File: src/rtl/ps2_host_tx_pkg.sv
// ps2_host_tx_pkg: shared PS/2 state encoding, frame geometry and default timing
package ps2_host_tx_pkg;
  typedef enum logic [2:0] {IDLE, INHIBIT, REQUEST, SHIFT, ACK, WAIT_IDLE} ps2_state_e;
  localparam int BIT_SLOTS = 10;
  localparam int DEF_CLK_HZ = 25000000;
  localparam int DEF_INHIBIT_CYCLES = 2500;
  localparam int DEF_TIMEOUT_CYCLES = 50000;
  function automatic logic odd_parity(input logic [7:0] d);
    return ~^d;
  endfunction
endpackage

File: src/rtl/ps2_host_tx_if.sv
// ps2_host_tx_if: byte-send handshake between a client and the PS/2 host transmitter
interface ps2_host_tx_if;
  logic [7:0] tx_data;
  logic       tx_start;
  logic       tx_busy;
  logic       tx_done;
  logic       tx_err;
  modport master (output tx_data, tx_start, input tx_busy, tx_done, tx_err);
  modport slave  (input tx_data, tx_start, output tx_busy, tx_done, tx_err);
endinterface

File: src/rtl/ps2_line_sync.sv
// ps2_line_sync: 2-FF synchronizers for the PS/2 lines plus device clock falling-edge detect
module ps2_line_sync (
  input  logic clk,
  input  logic reset_L,
  input  logic clk_in,
  input  logic data_in,
  output logic clk_sync,
  output logic data_sync,
  output logic fall_pulse
);
  logic [2:0] clk_sh_q, clk_sh_d;
  logic [1:0] data_sh_q, data_sh_d;
  always_comb begin
    clk_sh_d  = {clk_sh_q[1:0], clk_in};
    data_sh_d = {data_sh_q[0], data_in};
  end
  always_ff @(posedge clk or negedge reset_L) begin
    if (!reset_L) begin
      clk_sh_q  <= '1;
      data_sh_q <= '1;
    end else begin
      clk_sh_q  <= clk_sh_d;
      data_sh_q <= data_sh_d;
    end
  end
  // bit 2 is the previous synced clock sample, used only for edge detection
  assign clk_sync   = clk_sh_q[1];
  assign data_sync  = data_sh_q[1];
  assign fall_pulse = clk_sh_q[2] & ~clk_sh_q[1];
endmodule

File: src/rtl/ps2_host_tx.sv
// ps2_host_tx: host-to-device PS/2 byte transmitter (inhibit, request, shift, ack)
module ps2_host_tx import ps2_host_tx_pkg::*; #(
  parameter int CLK_HZ         = DEF_CLK_HZ,
  parameter int INHIBIT_CYCLES = DEF_INHIBIT_CYCLES,
  parameter int TIMEOUT_CYCLES = DEF_TIMEOUT_CYCLES
) (
  input  logic           clk,
  input  logic           reset_L,
  ps2_host_tx_if.slave   bus,
  input  logic           ps2_clk_in,
  input  logic           ps2_data_in,
  output logic           ps2_clk_oe,
  output logic           ps2_data_oe
);
  localparam int CW = $clog2((TIMEOUT_CYCLES > INHIBIT_CYCLES ? TIMEOUT_CYCLES : INHIBIT_CYCLES) + 1);
  if (CLK_HZ < 1 || INHIBIT_CYCLES < 1 || TIMEOUT_CYCLES < 1) begin : g_bad_params
    $error("ps2_host_tx: timing parameters must be positive");
  end
  ps2_state_e    state_q, state_d;
  logic [CW-1:0] cnt_q, cnt_d;
  logic [9:0]    frame_q, frame_d;
  logic [3:0]    idx_q, idx_d;
  logic          done_q, done_d, err_q, err_d;
  logic          clk_s, data_s, fall, timed;
  ps2_line_sync u_sync (
    .clk        (clk),
    .reset_L    (reset_L),
    .clk_in     (ps2_clk_in),
    .data_in    (ps2_data_in),
    .clk_sync   (clk_s),
    .data_sync  (data_s),
    .fall_pulse (fall)
  );
  assign timed = state_q inside {REQUEST, SHIFT, ACK, WAIT_IDLE};
  always_comb begin
    state_d = state_q;
    frame_d = frame_q;
    idx_d   = idx_q;
    done_d  = 1'b0;
    err_d   = 1'b0;
    case (state_q)
      IDLE:      if (bus.tx_start) begin
                   frame_d = {1'b1, odd_parity(bus.tx_data), bus.tx_data};
                   state_d = INHIBIT;
                 end
      INHIBIT:   state_d = cnt_q == CW'(INHIBIT_CYCLES - 1) ? REQUEST : INHIBIT;
      REQUEST:   if (fall) begin
                   idx_d   = '0;
                   state_d = SHIFT;
                 end
      SHIFT:     if (fall) begin
                   idx_d   = idx_q + 4'd1;
                   state_d = idx_q == 4'(BIT_SLOTS - 2) ? ACK : SHIFT;
                 end
      ACK:       if (fall) begin
                   err_d   = data_s;
                   state_d = data_s ? IDLE : WAIT_IDLE;
                 end
      WAIT_IDLE: if (clk_s && data_s) begin
                   done_d  = 1'b1;
                   state_d = IDLE;
                 end
      default:   state_d = IDLE;
    endcase
    // timeout only fires when nothing else moved the FSM, so done and err stay exclusive
    if (timed && !fall && state_d == state_q && cnt_q == CW'(TIMEOUT_CYCLES - 1)) begin
      err_d   = 1'b1;
      state_d = IDLE;
    end
    cnt_d = (state_q == IDLE || state_d != state_q || (timed && fall)) ? '0 : cnt_q + 1'b1;
  end
  always_ff @(posedge clk or negedge reset_L) begin
    if (!reset_L) begin
      state_q <= IDLE;
      cnt_q   <= '0;
      frame_q <= '0;
      idx_q   <= '0;
      done_q  <= 1'b0;
      err_q   <= 1'b0;
    end else begin
      state_q <= state_d;
      cnt_q   <= cnt_d;
      frame_q <= frame_d;
      idx_q   <= idx_d;
      done_q  <= done_d;
      err_q   <= err_d;
    end
  end
  assign ps2_clk_oe  = state_q == INHIBIT;
  assign ps2_data_oe = state_q == REQUEST || (state_q == SHIFT && !frame_q[idx_q]);
  assign bus.tx_busy = state_q != IDLE;
  assign bus.tx_done = done_q;
  assign bus.tx_err  = err_q;
endmodule

File: src/flat_wrapper.sv
// flat-port wrapper written by rule: the top's interface ports become plain ports
module ps2_host_tx_flat import ps2_host_tx_pkg::*;
#(
  parameter int CLK_HZ         = DEF_CLK_HZ,
  parameter int INHIBIT_CYCLES = DEF_INHIBIT_CYCLES,
  parameter int TIMEOUT_CYCLES = DEF_TIMEOUT_CYCLES
)
  (clk, reset_L, ps2_clk_in, ps2_data_in, ps2_clk_oe, ps2_data_oe, bus_tx_data, bus_tx_start, bus_tx_busy, bus_tx_done, bus_tx_err);
  ps2_host_tx_if bus_i ();
  input  logic clk;
  input  logic reset_L;
  input  logic ps2_clk_in;
  input  logic ps2_data_in;
  output logic ps2_clk_oe;
  output logic ps2_data_oe;
  input wire logic [$bits(bus_i.tx_data)-1:0] bus_tx_data;
  input wire logic [$bits(bus_i.tx_start)-1:0] bus_tx_start;
  output wire logic [$bits(bus_i.tx_busy)-1:0] bus_tx_busy;
  output wire logic [$bits(bus_i.tx_done)-1:0] bus_tx_done;
  output wire logic [$bits(bus_i.tx_err)-1:0] bus_tx_err;
  assign bus_i.tx_data = bus_tx_data;
  assign bus_i.tx_start = bus_tx_start;
  assign bus_tx_busy = bus_i.tx_busy;
  assign bus_tx_done = bus_i.tx_done;
  assign bus_tx_err = bus_i.tx_err;
  ps2_host_tx #(.CLK_HZ(CLK_HZ), .INHIBIT_CYCLES(INHIBIT_CYCLES), .TIMEOUT_CYCLES(TIMEOUT_CYCLES)) u_core (.clk(clk), .reset_L(reset_L), .bus(bus_i), .ps2_clk_in(ps2_clk_in), .ps2_data_in(ps2_data_in), .ps2_clk_oe(ps2_clk_oe), .ps2_data_oe(ps2_data_oe));
endmodule
File: config.mk
export PLATFORM = sky130hd
export DESIGN_NAME = ps2_host_tx_flat
export DESIGN_NICKNAME = d
export VERILOG_FILES = /design/src/rtl/ps2_host_tx_pkg.sv /design/src/rtl/ps2_host_tx_if.sv /design/src/rtl/ps2_line_sync.sv /design/src/rtl/ps2_host_tx.sv /design/src/flat_wrapper.sv
export SDC_FILE = /design/constraint.sdc
export NUM_CORES = 1
export LEC_CHECK = 0
export ABC_AREA = 1
export BUFFER_PORTS_ARGS = -buffer_cell sky130_fd_sc_hd__clkbuf_2
export CORE_UTILIZATION = 64
export CTS_BUF_LIST = sky130_fd_sc_hd__clkbuf_8
export DETAILED_ROUTE_END_ITERATION = 16
export HOLD_SLACK_MARGIN = 0.05
export PLACE_DENSITY = 0.88
export SLEW_MARGIN = 40
export SYNTH_ARGS = -nofsm -noshare
export SYNTH_HDL_FRONTEND = slang
export SYNTH_HIERARCHICAL = 1
export SYNTH_SLANG_ARGS = --single-unit
export TNS_END_PERCENT = 20
File: constraint.sdc
create_clock -name clk -period 4.2 [get_ports clk]
set_input_delay 0.84 -clock clk [delete_from_list [all_inputs] [get_ports clk]]
set_output_delay 0.84 -clock clk [all_outputs]
set_load 0.005 [all_outputs]
After elaboration in Yosys (flattened, before gate mapping)
Index checks and enable logic that the tools add are counted.
- register bits after elaboration: 40
- bits in latches: 0
- bits in writable memories: 0
- memory bits (read-only): 0
- input port bits: 13
- output and inout port bits: 5
- logic and storage cells: 64
- memories kept: 0
- add/sub/neg operators: 2
- multipliers: 0
- divide/modulo/power cells: 0
- magnitude comparators: 1
- equal/unequal tests: 12
- shift-type cells: 0
- muxes and demuxes: 21
- bitwise operators: 2
- reductions and logical operators: 18
- operators by type and width (operator ; count):
    $mux W3 ; 8
    $pmux W3 S6 ; 1
    $add A16 B1 Y16 const B ; 1
    $eq A16 B12 Y1 const B ; 1
    $eq A16 B16 Y1 const B ; 1
    $mux W16 ; 1
    $mux W4 ; 2
    $pmux W4 S2 ; 1
    $reduce_xnor A8 Y1 ; 1
    $eq A3 B2 Y1 const B ; 2
    $eq A3 B3 Y1 const B ; 2
    $logic_and A1 B1 Y1 ; 6
    $mux W1 ; 6
    $lt A4 B5 Y1 const B ; 1
    $add A4 B1 Y4 const B ; 1
    $bmux W1 S4 ; 1
    $eq A4 B4 Y1 const B ; 1
    $ne A2 B1 Y1 const B ; 2
    $reduce_bool A4 Y1 ; 1
    $eq A3 B1 Y1 const B ; 1
    $eq A3 B3 Y1 ; 1
    $logic_not A3 Y1 ; 1
    $logic_or A1 B1 Y1 ; 3
    $ne A3 B3 Y1 ; 1
    8 further kinds ; 9

Longest topological paths before layout
Gate-level depths: netlist of run 1.
- depth in word-level cells: 12
- depth in mapped cells: 13
- depth with buffers taken out: 12

Cells and area by module
Netlist of run 1, hierarchy kept.
- modules (own cells, without submodules) (module ; instances ; cells an instance ; area each (um^2)):
    ps2_host_tx ; 1 ; 265 ; 2129.5
    ps2_line_sync ; 1 ; 7 ; 141.4

Worst setup path after synthesis of run 1
OpenSTA, ideal clock, no wires.
- path kind: register to output
- start: register u_core.idx_q[0]
- end: output ps2_data_oe
- arrival time: 1.122 ns
- data required time: 3.360 ns
- setup slack: 2.238 ns
- stages on the path, launching flop included: 7
- cells stage by stage: dfrtp_1 -> clkinv_1 -> o21ai_0 -> nand3_1 -> nand3_1 -> o41ai_1 -> a21oi_1
- longest elaborated chain between the ends: 5
- RTL lines (element ; RTL line ; text):
    start, declared ; ps2_host_tx.sv:22 ; logic [3:0] idx_q, idx_d;
    start signal, assigned ; ps2_host_tx.sv:84 ; idx_q <= idx_d;
    $bmux W1 S4 ; ps2_host_tx.sv:90 ; assign ps2_data_oe = state_q == REQUEST || (state_q == SHIFT && !frame_q[idx_q]);
    $mux W1 (implied by the code) ; ps2_host_tx.sv:90 ;
    $logic_not A1 Y1 ; ps2_host_tx.sv:90 ;
    $logic_and A1 B1 Y1 ; ps2_host_tx.sv:90 ;
    $logic_or A1 B1 Y1 ; ps2_host_tx.sv:90 ;
    end, declared ; flat_wrapper.sv:15 ; output logic ps2_data_oe;
No other way between the ends. The select of a mux whose other input is x is not followed.

Worst setup path after layout of run 1
Same ends and word-level chain as after synthesis.

==> results of run 1 <==
==> worst max-delay path by stage <==
| stage | startpoint | to | cells past startpoint |
|---|---|---|---|
| after global placement | u_core/idx_q[0] | ps2_data_oe | 7 |
| after detailed placement | u_core/idx_q[0] | ps2_data_oe | 8 |
| after floorplan | u_core/idx_q[0] | ps2_data_oe | 6 |
| after CTS | u_core/idx_q[0] | ps2_data_oe | 8 |
| final | u_core/idx_q[0] | ps2_data_oe | 7 |
| after global routing | u_core/idx_q[0] | ps2_data_oe | 8 |
==> final cells by class <==
type | count | area (um2) | area share (%)
clock buffers | 5 | 68.82 | 2.806
clock inverters | 3 | 16.27 | 0.6633
inverters | 32 | 120.1 | 4.898
multi-input cells | 193 | 1095 | 44.64
well taps | 46 | 57.56 | 2.347
repair buffers | 17 | 87.58 | 3.571
flip-flops and latches | 40 | 1007 | 41.07
==> cell families (layout without fill, tap and decap cells) <==
family	count (synthesis)	after routing	share of synthesized area, %
buffers and inverters	39	57	7.437
XOR/XNOR	18	18	6.942
flip-flops	40	40	44.35
AO/OA/AOI/OAI	28	28	6.556
adder cells (fa/ha/maj)	3	3	1.653
AND/OR/NAND/NOR	144	144	33.06
==> flip-flops by register name, summed over array words and instances (netlist names) <==
signal and count:
u_core/frame_q 10, u_core/state_q 3, u_core/idx_q 4, u_core/cnt_q 16, u_core/bus.tx_done 1, u_core/u_sync/clk_sh_q 3
u_core/u_sync/data_sh_q 2, u_core/bus.tx_err 1
==> power groups by stage <==
stage	Combinational, mW	Clock [mW]	Sequential, mW
6_report	0.147	0.243	0.472
5_1_grt	0.168	0.270	0.478
4_1_cts	0.149	0.250	0.472
3_5_place_dp	0.146	0	0.479
3_3_place_gp	0.139	0	0.478
2_1_floorplan	0.110	0	0.469
==> synthesized netlist by cell type <==
master	instances	share of area [%]
nand3_1	16	3.5
ha_1	3	1.7
or2_2	1	0.28
buf_6	2	0.99
nor3_2	11	4.8
clkbuf_1	1	0.17
buf_2	3	0.66
nand4_1	8	2.2
clkinv_1	1	0.17
xnor2_1	6	2.3
nor2_4	1	0.50
dfstp_2	5	5.8
o21bai_1	2	0.66
dfrtp_1	35	39
inv_1	27	4.5
o41ai_1	1	0.39
buf_4	1	0.33
o21ai_0	16	3.5
nand2_1	59	9.8
nand2_2	4	1.1
inv_2	4	0.66
nand4_2	1	0.55
nor2_1	18	3.0
nand2_4	2	0.99
nor4_1	1	0.28
nand3b_1	1	0.33
nor3b_1	1	0.33
nor2_2	6	1.7
nand3_2	3	1.3
nor3_1	11	2.4
a21oi_1	9	2.0
xor2_1	12	4.6
==> layer usage <==
| layer | GRT usage (%) | vias to the layer above | share of wire (%) |
|---|---|---|---|
| met5 | 0 | - | 0 |
| met4 | 11.11 | 0 | 1.0 |
| met3 | 5.252 | 6 | 5.2 |
| met2 | 44.39 | 71 | 48 |
| met1 | 39.48 | 880 | 46 |
| li1 | - | 914 | - |
==> per-stage QoR <==
stage	hold slack (ns)	instance area, um2	instances	setup slack, ns
global placement	0.3459	2365	328	2.096
CTS	0.3550	2452	336	1.674
global route	0.3575	2452	336	1.454
finish	0.3525	2452	336	1.661
detailed placement	0.3468	2367	328	1.986
floorplan	0.3452	2271	272	2.238
==> impl_metrics.py, run 1 <==
metrics = {
    "timing": {
        "setup_viol": 0,
        "setup_tns_ns": 0,
        "fmax_mhz": 393.8,
        "grt_setup_unrepaired": "false",
        "finClkSkew_ns": 0.006834,
        "relSlewSlack_pct": 64.70,
        "hold_violations": 0,
        "final.min_clock_period_ns": 2.539,
        "maxSlewViolCount": 0,
        "layout_worst_path_cycle_share_pct": 60.45,
        "worst_pin_slew_ns": 0.5295,
    },
    "floorplan": {
        "core_area_um2": 3363,
        "fp-row-count": 21,
        "fp.dieH_um": 61.57,
        "die_x_um": 61.57,
        "ios": 18,
        "start_util_pct": 67.52,
        "dieArea_um2": 3790,
    },
    "power_and_ir_drop": {
        "p_int_mw": 0.6099,
        "leakagePower_nw": 1.116,
        "p_sw_mw": 0.2532,
        "ir_worst_vdd_mv": 0.2763,
        "power.total_mw": 0.8631,
        "comb_power_share_pct": 17.1,
        "clkPwrFrac_pct": 28.2,
        "netSwitchingFraction_pct": 29.33,
        "seqPwrFrac_pct": 54.7,
        "power.density_nw_per_um2": 352.0,
    },
    "clock_network": {
        "insertion_delay_ns": 0.29,
        "clk_pin_slew_ns": 0.08,
        "cts_buffers": 5,
        "htreeDepth": 2,
        "cts_sinks": 40,
        "cts_hold_buffers": 0,
        "cts.path.max_buffers": 2,
        "root_buffer": "clkbuf_8",
        "ctsResizeCount": 0,
        "cts_setup_buffers": 0,
        "cts_tree": "built",
    },
    "global_route": {
        "antenna_found_initial": 0,
        "grt_overflow": 0,
        "grt_max_degree": 41,
        "grt_pass1_wl_mm": 7.721,
        "grt.total_usage_pct": 28.46,
        "grt_pass1_vias": 1738,
    },
    "worst_setup_path": {
        "r2r-start": "u_core/u_sync/clk_sh_q[2]",
        "path_max_fanout": 8,
        "crit_family": "flip-flops",
        "crit_path_max_incr_delay_ns": 0.45,
        "r2r_setup_slack_ns": 1.99,
        "endpoint_kind": "primary output",
        "critPathLaunchType": "flop",
        "worst_r2r_path_depth": 12,
        "cp_num_buf_inv": 2,
        "critical_path_arrival_ns": 1.70,
        "cp_common_cell": "nand3_1",
        "cp.required_ns": 3.36,
        "crit_type": "reg2out",
        "cp_slowest_cell": "dfrtp_1",
        "path_cells": "clkinv_1, o21ai_0, nand3_1, nand3_1, o41ai_1, a21oi_1, clkbuf_2",
        "r2r_end": "u_core/cnt_q[4]",
    },
    "logic_synthesis": {
        "ys_ff_latch": 40,
        "syn-num-nets": 288,
        "yosysWarnings": 6,
        "synthesis.area_um2": 2271,
        "yosysSeqAreaShare_pct": 44.35,
        "synth_cell_types": 32,
        "syn_avg_cell_area_um2": 8.349,
        "synthCells": 272,
    },
    "detailed_routing": {
        "wl_per_cell_um": 13.39,
        "wl_mm": 4.499,
        "ant_nets": 0,
        "drtPass1Iterations": 5,
        "avgViaCountPerCell": 5.568,
        "vias": 1871,
        "drt_iter0_drc": 122,
        "drcViolationCount": 0,
    },
    "cells_and_area": {
        "fin_nets": 305,
        "fillers": 267,
        "antenna_cells": 0,
        "layout_common_cells": "nand2_1, dfrtp_1, inv_1",
        "post-route-util_pct": 72.92,
        "syn_to_final_growth_pct": 7.989,
        "layout_commonest_cell": "nand2_1",
        "final_layout_size_suffix_gt1_share_pct": 21.38,
    },
    "min_path": {
        "min_path_cells": 0,
        "worstHoldStart": "u_core/u_sync/data_sh_q[0]",
        "hold_class": "reg2reg",
        "hold_end": "u_core/u_sync/data_sh_q[1]",
    },
    "place": {
        "gp_congestion": 0.9638,
        "dp.final_hpwl_mm": 3.254,
        "port_buffers": 17,
    },
    "outcome": {
        "outcome": "finished clean",
    },
    "flow_run": {
        "max_cap_viol_count": 0,
    },
}
Note: power is estimated with default switching activity, not from simulation.
==> inputs of run 2 (changes only) <==
CORE_UTILIZATION = 56   (was 64)
PLACE_DENSITY = 0.82   (was 0.88)
clock period = 2.3 ns   (was 4.2 ns; I/O delays follow)
==> impl_metrics.py, run 2 (synthesis results as in run 1) <==
metrics = {
    "detailed_routing": {
        "ant_nets": 0,
        "avgViaCountPerCell": 5.413,
        "wl_mm": 4.406,
        "drt_iter0_drc": 155,
        "wl_per_cell_um": 12.92,
        "vias": 1846,
        "drcViolationCount": 0,
        "drtPass1Iterations": 4,
    },
    "timing": {
        "hold_violations": 0,
        "maxSlewViolCount": 0,
        "fmax_mhz": 489.5,
        "finClkSkew_ns": 0.005358,
        "setup_tns_ns": 0,
        "relSlewSlack_pct": 73.78,
        "final.min_clock_period_ns": 2.043,
        "worst_pin_slew_ns": 0.3934,
        "setup_viol": 0,
        "layout_worst_path_cycle_share_pct": 88.82,
        "whs_ns": 0.2453,
        "grt_setup_unrepaired": "false",
    },
    "power_and_ir_drop": {
        "p_int_mw": 1.231,
        "ir_worst_vdd_mv": 0.4732,
        "comb_power_share_pct": 15.7,
        "power.density_nw_per_um2": 676.2,
        "netSwitchingFraction_pct": 27.40,
        "seqPwrFrac_pct": 51.0,
        "p_sw_mw": 0.4648,
        "power.total_mw": 1.696,
        "clkPwrFrac_pct": 33.3,
        "leakagePower_nw": 1.140,
    },
    "worst_setup_path": {
        "path_max_fanout": 8,
        "endpoint_kind": "primary output",
        "cp.required_ns": 1.84,
        "cp_slowest_cell": "dfrtp_1",
        "critical_path_arrival_ns": 1.58,
        "path_cells": "inv_2, o21ai_0, nand3_1, nand3_1, o41ai_1, a21oi_1, clkbuf_2",
        "crit_path_max_incr_delay_ns": 0.45,
        "critPathLaunchType": "flop",
        "crit_type": "reg2out",
        "cp_num_buf_inv": 2,
        "cp_common_cell": "nand3_1",
        "crit_family": "flip-flops",
    },
    "cells_and_area": {
        "top_regs": "u_core/cnt_q x16, u_core/frame_q x10, u_core/idx_q x4",
        "layout_commonest_cell": "nand2_1",
        "layout_common_cells": "nand2_1, dfrtp_1, inv_1",
        "top_register": "u_core/cnt_q",
        "fin_nets": 308,
        "syn_to_final_growth_pct": 10.47,
        "fin_cells": 341,
        "largest_register_ff_count": 16,
        "antenna_cells": 0,
        "final_layout_size_suffix_gt1_share_pct": 22.53,
    },
    "global_route": {
        "use_met2_pct": 34.57,
        "grt_overflow": 0,
        "grt_max_degree": 17,
        "grt_pass1_vias": 1737,
        "grt_pass1_wl_mm": 7.769,
        "grt_util_met3_pct": 4.167,
        "grt.total_usage_pct": 24.17,
        "antenna_found_initial": 0,
        "busiest_layer": "met1",
        "use_met1_pct": 34.65,
    },
    "floorplan": {
        "ios": 18,
        "start_util_pct": 60.22,
        "die_x_um": 65.68,
        "dieArea_um2": 4314,
        "fp.dieH_um": 65.68,
        "core_area_um2": 3771,
        "fp-row-count": 22,
    },
    "clock_network": {
        "cts_tree": "built",
        "cts.path.max_buffers": 2,
        "clk_pin_slew_ns": 0.08,
        "htreeDepth": 2,
        "cts_sinks": 40,
        "cts_setup_buffers": 0,
        "root_buffer": "clkbuf_8",
        "insertion_delay_ns": 0.29,
        "cts_buffers": 5,
    },
    "flow_run": {
        "max_cap_viol_count": 0,
    },
    "min_path": {
        "hold_class": "in2reg",
    },
    "place": {
        "gp_congestion": 0.9326,
        "port_buffers": 17,
        "dp.cells": 332,
        "dp.final_hpwl_mm": 3.296,
    },
    "outcome": {
        "outcome": "finished clean",
    },
}
-- run 2: repair_timing --
action                                 CTS  global route
setup endpoints to repair                0             5
endpoints found under the hold margin    4             0
resized for setup                        0             2
hold buffers                             1             0
-- run 2: metrics by stage --
| stage | utilization [%] | area (um2) | setup slack (ns) |
|---|---|---|---|
| after floorplan | - | 2271 | 0.5671 |
| after global placement | 63.17 | 2382 | 0.2948 |
| after detailed placement | 63.17 | 2382 | 0.2224 |
| after CTS | 66.39 | 2504 | 0.1137 |
| after global routing | 66.52 | 2509 | 0.05342 |
| final | 66.52 | 2509 | 0.2571 |
-- run 2: layer usage --
metal / vias up / wire, um
li1: 918 / -
met1: 867 / 2166
met2: 50 / 1930
met3: 11 / 191
met4: 0 / 117
met5: - / 0
-- run 2: final timing paths --
kind | endpoint | from | slack (ns) | cells past startpoint
max reg2reg | u_core/cnt_q[4] | u_core/u_sync/clk_sh_q[2] | 0.30 | 12
min in group asynchronous | u_core/state_q[2] | reset_L | 0.58 | 2
min | u_core/u_sync/clk_sh_q[0] | ps2_clk_in | 0.25 | 1
min reg2reg | u_core/u_sync/data_sh_q[1] | u_core/u_sync/data_sh_q[0] | 0.36 | 0
max in group asynchronous | u_core/u_sync/data_sh_q[0] | reset_L | 1.13 | 3
max | ps2_data_oe | u_core/idx_q[0] | 0.26 | 7
-- run 2: power by group through the flow --
stage	clock [mW]	sequential, mW	combinational (mW)
floorplan	0	0.856	0.201
global placement	0	0.872	0.254
detailed placement	0	0.877	0.264
CTS	0.578	0.864	0.268
global route	0.604	0.878	0.316
finish	0.564	0.865	0.267
-- run 2: final cells by class --
cell class              instances  area [um2]
multi-input cells             193        1100
clock buffers                   5       68.82
well taps                      48       60.06
clock inverters                 3       42.54
fillers                       306        1262
repair buffers                 20       110.1
flip-flops and latches         40        1007
inverters                      32       120.1
==> inputs of run 3 (changes only) <==
CORE_ASPECT_RATIO = 1.5   (was unset)
SLEW_MARGIN = unset   (was 40)
==> impl_metrics.py, run 3 (synthesis results as in run 1) <==
metrics = {
    "global_route": {
        "grt_max_degree": 41,
        "grt_pass1_wl_mm": 7.541,
        "antenna_found_initial": 0,
        "grt.total_usage_pct": 24.55,
        "grt_overflow": 0,
        "grt_pass1_vias": 1693,
    },
    "timing": {
        "hold_violations": 0,
        "maxSlewViolCount": 0,
        "fmax_mhz": 474.4,
        "relSlewSlack_pct": 66.92,
        "final.min_clock_period_ns": 2.108,
        "layout_worst_path_cycle_share_pct": 91.65,
        "finClkSkew_ns": 0.006641,
        "worst_pin_slew_ns": 0.4962,
        "setup_viol": 0,
        "setup_ws_ns": 0.1922,
        "grt_setup_unrepaired": "false",
        "whs_ns": 0.2248,
        "setup_tns_ns": 0,
    },
    "detailed_routing": {
        "drt_iter0_drc": 83,
        "vias": 1852,
        "ant_nets": 0,
        "drcViolationCount": 0,
        "drtPass1Iterations": 4,
        "wl_per_cell_um": 13.58,
        "wl_mm": 4.564,
        "avgViaCountPerCell": 5.512,
    },
    "worst_setup_path": {
        "cp.required_ns": 1.84,
        "crit_path_max_incr_delay_ns": 0.44,
        "endpoint_kind": "primary output",
        "r2r-start": "u_core/u_sync/clk_sh_q[2]",
        "r2r_end": "u_core/cnt_q[4]",
        "critical_path_arrival_ns": 1.65,
        "cp_common_cell": "nand3_1",
        "worst_r2r_path_depth": 12,
        "cp_slowest_cell": "dfrtp_2",
        "path_max_fanout": 8,
        "critical_path.startpoint": "u_core/idx_q[0]",
        "path_cells": "clkinvlp_4, o21ai_0, nand3_1, nand3_1, o41ai_1, a21oi_1, clkbuf_2",
        "critPathLaunchType": "flop",
        "crit_type": "reg2out",
        "r2r_setup_slack_ns": 0.29,
    },
    "clock_network": {
        "cts_sinks": 40,
        "ctsResizeCount": 0,
        "cts_hold_buffers": 0,
        "htreeDepth": 2,
        "cts_buffers": 5,
        "clk_pin_slew_ns": 0.07,
        "cts_tree": "built",
        "cts_setup_buffers": 0,
        "insertion_delay_ns": 0.28,
        "root_buffer": "clkbuf_8",
        "cts.path.max_buffers": 2,
    },
    "place": {
        "pre_cts_ws_ns": 0.1766,
        "gp_congestion": 0.9230,
        "place_area_um2": 2371,
        "dp.cells": 328,
        "port_buffers": 17,
        "dp.final_hpwl_mm": 3.355,
    },
    "cells_and_area": {
        "post-route-util_pct": 62.98,
        "top_register": "u_core/cnt_q",
        "fin_nets": 306,
        "layout_commonest_cell": "nand2_1",
        "fin_cells": 336,
        "top_regs": "u_core/cnt_q x16, u_core/frame_q x10, u_core/idx_q x4",
        "final_layout_size_suffix_gt1_share_pct": 21.99,
        "layout_common_cells": "nand2_1, dfrtp_1, inv_1",
        "final_area_um2": 2471,
        "antenna_cells": 0,
        "syn_to_final_growth_pct": 8.815,
        "largest_register_ff_count": 16,
    },
    "power_and_ir_drop": {
        "power.total_mw": 1.591,
        "leakagePower_nw": 1.128,
        "power.density_nw_per_um2": 644.0,
        "ir_worst_vdd_mv": 0.5932,
    },
    "outcome": {
        "outcome": "finished clean",
    },
    "floorplan": {
        "ios": 18,
        "die_x_um": 54.00,
        "fp.dieH_um": 80.00,
        "core_area_um2": 3924,
        "start_util_pct": 57.88,
        "dieArea_um2": 4319,
        "fp-row-count": 28,
    },
    "min_path": {
        "hold_class": "in2async",
    },
    "flow_run": {
        "max_cap_viol_count": 0,
    },
}
==> run 3: worst max-delay path by stage <==
stage,end,slack (ns),cells after the start
after floorplan,u_core/cnt_q[9],0.57,12
after global placement,u_core/cnt_q[15],0.23,12
after detailed placement,u_core/cnt_q[4],0.18,12
after CTS,ps2_data_oe,0.11,7
after global routing,ps2_data_oe,0.04,8
final,ps2_data_oe,0.19,7
==> run 3: per-layer routing <==
| layer | track usage, % | routed length [um] | vias to the layer above |
|---|---|---|---|
| met3 | 5.905 | 180 | 16 |
| li1 | - | - | 919 |
| met4 | 12.56 | 189 | 0 |
| met5 | 0 | 0 | - |
| met1 | 27.22 | 1814 | 868 |
| met2 | 41.73 | 2380 | 49 |
==> run 3: final cells by class <==
type | instances | area [um2]
Timing Repair Buffer | 18 | 92.59
Tap cell | 45 | 56.30
Multi-Input combinational cell | 193 | 1100
Sequential cell | 40 | 1008
Clock buffer | 6 | 82.58
Inverter | 32 | 123.9
Fill cell | 358 | 1453
Clock inverter | 2 | 7.507
==> run 3: where the power goes <==
part | internal, mW | total (mW) | switching (mW) | leakage (nW)
Sequential | 0.801 | 0.866 | 0.0654 | 0.512
Combinational | 0.107 | 0.265 | 0.159 | 0.562
Clock | 0.236 | 0.460 | 0.224 | 0.0538
==> run 3: worst max-delay path: cells and delay by family (launching register included) <==
family | cells | cell delay (ns)
AOI/OAI and AO/OA | 3 | 0.44
and+or+nand+nor | 2 | 0.18
DFF | 1 | 0.44
buffers and inverters | 2 | 0.32
